--- src/rtl/muldiv_pkg.sv ---
// muldiv_pkg -- shared definitions for the iterative multiply/divide unit.
//   op_e     : Op port encodings (bit 1 selects divide, bit 0 selects signed)
//   state_e  : sequencer states
//   cnt_w()  : iteration counter width for a given operand width
package muldiv_pkg;

  typedef enum logic [1:0] {
    OP_MULTU = 2'b00,
    OP_MULT  = 2'b01,
    OP_DIVU  = 2'b10,
    OP_DIV   = 2'b11
  } op_e;

  typedef enum logic [1:0] {
    S_IDLE = 2'b00,
    S_RUN  = 2'b01,
    S_FIN  = 2'b10
  } state_e;

  localparam int DEF_WIDTH = 32;

  function automatic int cnt_w(input int w);
    return (w > 1) ? $clog2(w) : 1;
  endfunction

  localparam int CNT_W = cnt_w(DEF_WIDTH);

endpackage

--- src/rtl/muldiv_iter_core.sv ---
// muldiv_iter_core -- one combinational radix-2 step on magnitudes.
//   Multiply: {acc,q} holds partial product / remaining multiplier bits;
//             i_b is the multiplicand. Conditional add, then shift right.
//   Divide  : {acc,q} holds partial remainder / dividend bits shifting into
//             quotient; i_b is the divisor. Shift left, restoring subtract.
// Ports:
//   i_div  in  1        select divide step (only meaningful with MULDIV_DIV_EN)
//   i_acc  in  WIDTH+1  accumulator / partial remainder
//   i_q    in  WIDTH    multiplier / dividend-quotient shift register
//   i_b    in  WIDTH    multiplicand / divisor
//   o_acc  out WIDTH+1  next accumulator
//   o_q    out WIDTH    next shift register
// Config: MULDIV_DIV_EN defined adds the restoring-divide step.
module muldiv_iter_core
  import muldiv_pkg::*;
#(
  parameter int WIDTH = DEF_WIDTH
) (
  input  logic             i_div,
  input  logic [WIDTH:0]   i_acc,
  input  logic [WIDTH-1:0] i_q,
  input  logic [WIDTH-1:0] i_b,
  output logic [WIDTH:0]   o_acc,
  output logic [WIDTH-1:0] o_q
);

  logic [WIDTH:0] w_sum;

  // acc stays below 2^WIDTH after each shift, so WIDTH+1 bits hold the carry
  assign w_sum = i_q[0] ? (i_acc + {1'b0, i_b}) : i_acc;

`ifdef MULDIV_DIV_EN
  logic [WIDTH:0]   w_sh;
  logic [WIDTH+1:0] w_diff;

  assign w_sh   = {i_acc[WIDTH-1:0], i_q[WIDTH-1]};
  assign w_diff = {1'b0, w_sh} - {2'b00, i_b};
`else
  logic w_unused;
  assign w_unused = i_div;
`endif

  always_comb begin
    o_acc = {1'b0, w_sum[WIDTH:1]};
    o_q   = {w_sum[0], i_q[WIDTH-1:1]};
`ifdef MULDIV_DIV_EN
    if (i_div) begin
      if (!w_diff[WIDTH+1]) begin
        o_acc = w_diff[WIDTH:0];
        o_q   = {i_q[WIDTH-2:0], 1'b1};
      end else begin
        o_acc = w_sh;
        o_q   = {i_q[WIDTH-2:0], 1'b0};
      end
    end
`endif
  end

endmodule

--- src/rtl/muldiv_unit.sv ---
// muldiv_unit -- iterative MIPS MULT/MULTU/DIV/DIVU unit with private Hi/Lo.
//   Operands are latched as magnitudes plus sign flags; WIDTH radix-2 steps
//   run in RUN, and the signed fixup is applied on the last step so Hi/Lo
//   already hold the final result while Done is high.
// Ports:
//   Clk, ResetN        clock (rising) / async active-low reset
//   Start, Op          issue request and opcode (00 MULTU,01 MULT,10 DIVU,11 DIV)
//   OperandA/OperandB  multiplicand-dividend / multiplier-divisor
//   HiWrite/LoWrite    MTHI/MTLO strobes, honoured only while idle
//   WriteData          data for MTHI/MTLO
//   Busy               operation in flight (RUN)
//   Done               one-cycle completion pulse (FIN)
//   Hi/Lo              registered result registers
// Config: define MULDIV_DIV_EN to include the divider; without it a divide
//   Start is ignored and the unit stays idle.
module muldiv_unit
  import muldiv_pkg::*;
#(
  parameter int WIDTH = DEF_WIDTH
) (
  input  logic             Clk,
  input  logic             ResetN,
  input  logic             Start,
  input  logic [1:0]       Op,
  input  logic [WIDTH-1:0] OperandA,
  input  logic [WIDTH-1:0] OperandB,
  input  logic             HiWrite,
  input  logic             LoWrite,
  input  logic [WIDTH-1:0] WriteData,
  output logic             Busy,
  output logic             Done,
  output logic [WIDTH-1:0] Hi,
  output logic [WIDTH-1:0] Lo
);

  localparam int CW = cnt_w(WIDTH);

  state_e r_state, w_next;
  logic   w_accept, w_start_ok, w_last;

  logic [CW-1:0]      r_cnt;
  logic               r_div, r_neg_lo, r_neg_hi, r_dz;
  logic [WIDTH:0]     r_acc, w_acc_n;
  logic [WIDTH-1:0]   r_q, r_b, w_q_n;
  logic [WIDTH-1:0]   r_hi, r_lo, w_hi_res, w_lo_res;
  logic               w_a_neg, w_b_neg;
  logic [WIDTH-1:0]   w_abs_a, w_abs_b;
  logic [2*WIDTH-1:0] w_prod, w_prod_f;

`ifdef MULDIV_DIV_EN
  assign w_start_ok = Start;
`else
  assign w_start_ok = Start & ~Op[1];
  logic w_unused;
  assign w_unused = ^{r_neg_hi, r_dz};
`endif

  assign w_last = (r_cnt == CW'(WIDTH - 1));

  // Op[0] marks the signed variants (MULT, DIV)
  assign w_a_neg = Op[0] & OperandA[WIDTH-1];
  assign w_b_neg = Op[0] & OperandB[WIDTH-1];
  assign w_abs_a = w_a_neg ? -OperandA : OperandA;
  assign w_abs_b = w_b_neg ? -OperandB : OperandB;

  // ---------------------------------------------------------------- FSM
  always_ff @(posedge Clk or negedge ResetN) begin
    if (!ResetN) r_state <= S_IDLE;
    else         r_state <= w_next;
  end

  // FIN behaves like IDLE for acceptance so a Start in the Done cycle chains
  always_comb begin
    w_next   = r_state;
    w_accept = 1'b0;
    unique case (r_state)
      S_IDLE: if (w_start_ok) begin
        w_accept = 1'b1;
        w_next   = S_RUN;
      end
      S_RUN:  if (w_last) w_next = S_FIN;
      S_FIN: begin
        w_next = S_IDLE;
        if (w_start_ok) begin
          w_accept = 1'b1;
          w_next   = S_RUN;
        end
      end
      default: w_next = S_IDLE;
    endcase
  end

  assign Busy = (r_state == S_RUN);
  assign Done = (r_state == S_FIN);

  // ---------------------------------------------------------- datapath
  muldiv_iter_core #(.WIDTH(WIDTH)) u_core (
    .i_div (r_div),
    .i_acc (r_acc),
    .i_q   (r_q),
    .i_b   (r_b),
    .o_acc (w_acc_n),
    .o_q   (w_q_n)
  );

  always_ff @(posedge Clk or negedge ResetN) begin
    if (!ResetN) begin
      r_cnt    <= '0;
      r_div    <= 1'b0;
      r_neg_lo <= 1'b0;
      r_neg_hi <= 1'b0;
      r_dz     <= 1'b0;
      r_acc    <= '0;
      r_q      <= '0;
      r_b      <= '0;
    end else if (w_accept) begin
      r_cnt    <= '0;
      r_div    <= Op[1];
      r_neg_lo <= w_a_neg ^ w_b_neg;
      r_neg_hi <= w_a_neg;
      r_dz     <= Op[1] & (OperandB == '0);
      r_acc    <= '0;
      // multiply shifts the multiplier through q; divide shifts the dividend
      r_q      <= Op[1] ? w_abs_a : w_abs_b;
      r_b      <= Op[1] ? w_abs_b : w_abs_a;
    end else if (r_state == S_RUN) begin
      r_cnt <= r_cnt + CW'(1);
      r_acc <= w_acc_n;
      r_q   <= w_q_n;
    end
  end

  // Final result from the last step's outputs, with sign fixup folded in.
  // Overflow (most-negative / -1) falls out naturally: |q| = 2^(W-1) and its
  // negation wraps back to the dividend.
  assign w_prod = {w_acc_n[WIDTH-1:0], w_q_n};

  always_comb begin
    w_prod_f = r_neg_lo ? -w_prod : w_prod;
    w_hi_res = w_prod_f[2*WIDTH-1:WIDTH];
    w_lo_res = w_prod_f[WIDTH-1:0];
`ifdef MULDIV_DIV_EN
    if (r_div) begin
      // divide-by-zero: remainder path reassembles the dividend, quotient forced
      w_hi_res = r_neg_hi ? -w_acc_n[WIDTH-1:0] : w_acc_n[WIDTH-1:0];
      w_lo_res = r_dz ? '1 : (r_neg_lo ? -w_q_n : w_q_n);
    end
`endif
  end

  // Hi/Lo: result lands on the edge entering FIN; MTHI/MTLO only while idle
  always_ff @(posedge Clk or negedge ResetN) begin
    if (!ResetN) begin
      r_hi <= '0;
      r_lo <= '0;
    end else if (r_state == S_RUN && w_last) begin
      r_hi <= w_hi_res;
      r_lo <= w_lo_res;
    end else if (r_state == S_IDLE) begin
      if (HiWrite) r_hi <= WriteData;
      if (LoWrite) r_lo <= WriteData;
    end
  end

  assign Hi = r_hi;
  assign Lo = r_lo;

endmodule

--- config.mk ---
export PLATFORM = sky130hd
export DESIGN_NAME = muldiv_unit
export DESIGN_NICKNAME = d
export VERILOG_FILES = /design/src/rtl/muldiv_pkg.sv /design/src/rtl/muldiv_iter_core.sv /design/src/rtl/muldiv_unit.sv
export SDC_FILE = /design/constraint.sdc
export NUM_CORES = 1
export LEC_CHECK = 0
export ABC_AREA = 1
export BUFFER_PORTS_ARGS = -buffer_cell sky130_fd_sc_hd__buf_2
export CAP_MARGIN = 20
export CORE_MARGIN = 8
export CORE_UTILIZATION = 40
export DETAILED_ROUTE_END_ITERATION = 6
export PLACE_DENSITY_LB_ADDON = 0.25
export SYNTH_ARGS = -nofsm -noshare
export SYNTH_HDL_FRONTEND = slang
export SYNTH_SLANG_ARGS = --single-unit
--- constraint.sdc ---
create_clock -name Clk -period 3.2 [get_ports Clk]
set_clock_uncertainty 0.2 [all_clocks]
set_input_delay 0.16 -clock Clk [delete_from_list [all_inputs] [get_ports Clk]]
set_output_delay 0.16 -clock Clk [all_outputs]
set_load 0.005 [all_outputs]
; Word-level counts from Yosys, hierarchy flattened
; Cells that the tools add are included.
; W data, S select, Z words.
[word_totals]
ff_bits = 169
inputBits = 103
output_inout_bits = 66
word_cells = 57
[classes]
n_addsub = 5
eq_ne = 5
muxes = 24
bitwise = 5
n_reduce_logical = 10
[ops]
columns = cell, count
row1 = $mux W32, 12
row2 = $mux W33, 3
row3 = $mux W64, 1
row4 = $neg A32 Y32, 2
row5 = $neg A64 Y64, 1
row6 = $add A33 B32 Y33, 1
row7 = $mux W5, 2
row8 = $reduce_bool A2 Y1, 4
row9 = $pmux W2 S3, 1
row10 = $reduce_and A2 Y1, 3
row11 = $add A5 B1 Y5 const B, 1
row12 = $eq A5 B5 Y1 const B, 1
row13 = $mux W2, 2
row14 = $and A1 B1 Y1, 3
row15 = $mux W1, 3
row16 = $eq A2 B1 Y1 const B, 1
row17 = $eq A2 B2 Y1 const B, 1
row18 = $logic_not A2 Y1, 1
row19 = $ne A2 B1 Y1 const B, 1
row20 = $ne A2 B2 Y1 const B, 1
row21 = $reduce_or A2 Y1, 1
row22 = $logic_and A1 B1 Y1, 1
row23 = $not A1 Y1, 1
row24 = $xor A1 B1 Y1, 1

; Longest topological paths before layout
[depth]
word_depth = 5
mapped_depth = 23
mapped_depth_nobuf = 23

; By module
; Synthesis repeated with hierarchy kept, for this count alone.
[unflattened]
hier_cells = 2238
area_unflattened_um2 = 14059.7
[modules_own_cells]
columns = mod, instances, cells_each, area_each_um2, seq_area_each_um2
row1 = muldiv_unit, 1, 1613, 11014.3, 4254.1
row2 = muldiv_iter_core, 1, 625, 3045.4, 0.0

; Least setup slack after synthesis
; Ideal clock, no wire load.
[synth_path]
path_type = register to register
from = register r_acc[0]
to = register r_hi[18] (netlist: Hi[18])
setup_time_ps = 119
arrival_time_ps = 2432
setup_slack_ps = 450
stages_incl_launch_ff = 20
path_buffers = 0
period_less_slack_ps = 2750
cell_sequence = dfrtp_1 -> ha_1 -> fa_1 -> nand2_1 -> nand3_1 -> nand3_1 -> nand2_1 -> nand2_1 -> nand2_1 -> nand2_1 -> nand3_1 -> nand2_1 -> nand2_1 -> nor2_1 -> nand2_4 -> o21ai_4 -> nand2_1 -> nand3_1 -> nand3_1 -> o21a_1
[synth_between]
elab_chain_len = 5
[synth_lines]
columns = item, line_no
row1 = from (decl), muldiv_unit.sv:43  ; logic [WIDTH:0] r_acc, w_acc_n;
row2 = from (signal assigned), muldiv_unit.sv:128  ; r_acc <= w_acc_n;
row3 = $add A33 B32 Y33, muldiv_iter_core.sv:30  ; assign w_sum = i_q[0] ? (i_acc + {1'b0, i_b}) : i_acc;
row4 = $mux W33 (*), muldiv_iter_core.sv:30
row5 = $neg A64 Y64, muldiv_unit.sv:139  ; w_prod_f = r_neg_lo ? -w_prod : w_prod;
row6 = $mux W64 (*), muldiv_unit.sv:139
row7 = $mux W32 (*), muldiv_unit.sv:156  ; end else if (r_state == S_RUN && w_last) begin
row8 = to (signal assigned), muldiv_unit.sv:157  ; r_hi <= w_hi_res;
row9 = to (signal assigned), muldiv_unit.sv:160  ; if (HiWrite) r_hi <= WriteData;
row10 = to (decl), muldiv_unit.sv:45  ; logic [WIDTH-1:0] r_hi, r_lo, w_hi_res, w_lo_res;
; Mark *: on every way between the ends. The rest lies on a longest branch, timed or not.
; A chain may end at the register's enable or synchronous reset.

; Final worst setup path
[layout_path]
from = register r_acc[5]
to = register r_hi[18] (netlist: Hi[18])
; The elaborated chain is that of the path after synthesis.

==> reports/qor.csv <==
metric;value;unit
crit_type;reg -> reg;
die-area;39500;sq um
r2r_setup_slack;0.17;ns
die_w;199;um
grt_first_pass_wirelength;79.3;mm
cts_tree;built;
leakage;0.00859;uW
num_rows;67;
totalPowerFinal;19400;uW
grtUsageTotal;25.5;%
yosys.area_share.adder;3.61;%
fp.dieH;199;um
layout_min_cycle_time;3.03;ns
drv_cap;0;
critPathArrivalTime;3.17;ns
port_buffers;168;
r2r_start;r_acc[5];
grt_use_met2;41.2;%
synth_compound_area_share;15.4;%
rsz0062_at_grt;true;
hold_end;r_q[2];
crit_required;3.35;ns
syn_nets;2208;
r2r_cells;19;
grt.busiest_layer;met2;
grt_overflow;0;
ir_drop;0.628;mV
cts_buffer_depth;2;
via_count;14889;
avgSynthCellArea;6.46;sq um
synth_edf_count;0;
syn_area;13400;sq um
synth_top_family_by_area;simple AND/OR/NAND/NOR gates;
min-delay-start;OperandB[2];
grt_start_max_net_pins;82;
synth.mux.area_fraction;0.234;%
multi_input_area;8330;sq um
final_antenna_net_count;0;
cp-start-kind;register;
critPathCaptureType;register;
dp_hpwl;39.1;mm
period_share;94.6;%
layout_commonest_cell;nand2_1;
wl;51.0;mm
path_max_fanout;5;
avgRoutedWirePerCell;18.0;um
postSynthCellCount;2067;
finalWeightedCongestion;0.947;
holdPathStages;6;
via_per_inst;5.25;
cts-root-buf;clkbuf_16;
grt_util_met3;2.44;%
clk_pin_slew;0.08;ns
async_reset_ff_share;100;%
maxSlewHeadroom;43.3;%
grt_pass1_vias;14381;
n_antenna_cell;0;
numCtsBuffers;17;
drtIter0Drc;1351;
postLayoutCoreUtil;52.2;%
fill_cells;3373;
ys_seq_elements;168;
start_util;40.2;%
worst_pin_slew;0.851;ns
finalSetupViolations;0;
antenna_found_initial;0;
report.final.slew_viol_count;0;
synth_ff_type;dfrtp_1;
htreeDepth;4;
dr.pass1.iters;5;
drive_gt1_share;20.9;%
rr_endpoint;Hi[18];
syn_to_final_growth;29.7;%
drcViolationCount;0;
seq_area_frac_synth;31.5;%
cts_sinks;168;
regArea;4210;sq um
core;33200;sq um
power.density;1120;nW/um^2
insertion_delay;0.45;ns
hold_violations;0;
ys_types;52;
yosys.area_share.simple;36.7;%
finish.net_count;2516;
synth_xor_area_share;2.36;%
final_cell_mix;615 x nand2_1, 274 x inv_1, 174 x nand3_1;
yosys_warnings;0;
fmax;0.330;GHz
status;finished clean;
io_pins;169;
grtUsageMet1;35.4;%
worstHoldPathType;in -> reg;
-- where the power goes --
part,internal [uW],switching (uW),total (uW)
logic,4960,7980,12900
clock network,1050,1030,2080
registers,3200,1120,4320
-- flip-flops by register name, indices dropped and copies added, names as in the netlist --
name      cells
r_q          32
r_state       2
r_cnt         5
r_acc        32
Hi           32
Lo           32
r_b          32
r_neg_lo      1
-- worst max-delay path, cell delays in order (launching register included) --
cell and delay, ns:
dfrtp_1 0.42, ha_4 0.27, buf_4 0.15, nand2_1 0.08, nand2_2 0.09, inv_1 0.12
nand2_1 0.08, nand2_1 0.11, nand3_2 0.13, nand2_1 0.11, nand3_1 0.08, nand2_2 0.11
nand3_1 0.12, nor2_4 0.17, nand2_4 0.10, o21ai_4 0.22, nand2_1 0.09, nand3_2 0.08
nand3_1 0.08, o21a_1 0.11
-- routing by layer --
metal | wire length (um) | up-vias
li1 | - | 7351
met1 | 23600 | 6989
met2 | 23400 | 468
met3 | 2550 | 81
met4 | 1400 | 0
met5 | 0 | -
-- cell usage after synthesis (25+ instances only) --
cell	number	area [sq um]
dfrtp_1	168	4200
nor2_1	152	571
o21ai_0	109	546
clkbuf_1	45	169
a21oi_1	91	455
inv_1	274	1030
ha_1	37	463
nand3_1	191	956
nand2_1	654	2450
o22ai_1	25	156
-- kinds of logic (layout without fill, tap and decap cells) --
logic type	Yosys count	after routing
simple gates	1124	1124
compound gates	339	339
mux	3	3
xor+xnor	36	36
buf+inv	359	680
flops	168	168
fa+ha+maj	38	38
-- stage by stage --
step / setup slack (ns) / hold WS (ns) / setup TNS (ns) / std cells / instance area (sq um)
3_5_place_dp: -0.0325 / 0.0893 / -0.0614 / 2687 / 15100
2_1_floorplan: 0.450 / -0.336 / 0 / 2067 / 13400
4_1_cts: 0.0342 / 0.00822 / 0 / 2818 / 16700
6_report: 0.172 / 0.00350 / 0 / 2836 / 17300
3_3_place_gp: 0.00936 / 0.0908 / 0 / 2687 / 15100
5_1_grt: -0.0375 / 0.0450 / -0.0928 / 2836 / 17300
-- how the worst max path moves through the flow --
stage / from / endpoint / slack, ns / cells past startpoint
3_5_place_dp: r_acc[0] / Hi[24] / -0.03 / 19
6_report: r_acc[5] / Hi[18] / 0.17 / 19
4_1_cts: r_acc[3] / Hi[24] / 0.03 / 19
3_3_place_gp: r_acc[0] / Hi[18] / 0.009 / 19
2_1_floorplan: r_acc[0] / Hi[18] / 0.45 / 19
5_1_grt: r_acc[1] / Hi[31] / -0.04 / 19
-- repair_timing --
item | in CTS | in global routing
endpoints found under the hold margin | 199 | 0
endpoints found under the setup margin | 2 | 22
buffers inserted | 0 | 18
gates resized for setup | 2 | 126
pin swaps | 0 | 26
hold buffers | 99 | 0
-- final cells by class --
type                       count  share of cell area, %
sequential                   168                   24.3
multi-input combinational   1540                   48.1
inverter                     286                   6.20
tap                          448                   3.24
timing repair buffer         362                   14.9
clock inverter                14                  0.780
clock buffer                  18                   2.54
Note: power is estimated with default switching activity, not from simulation.
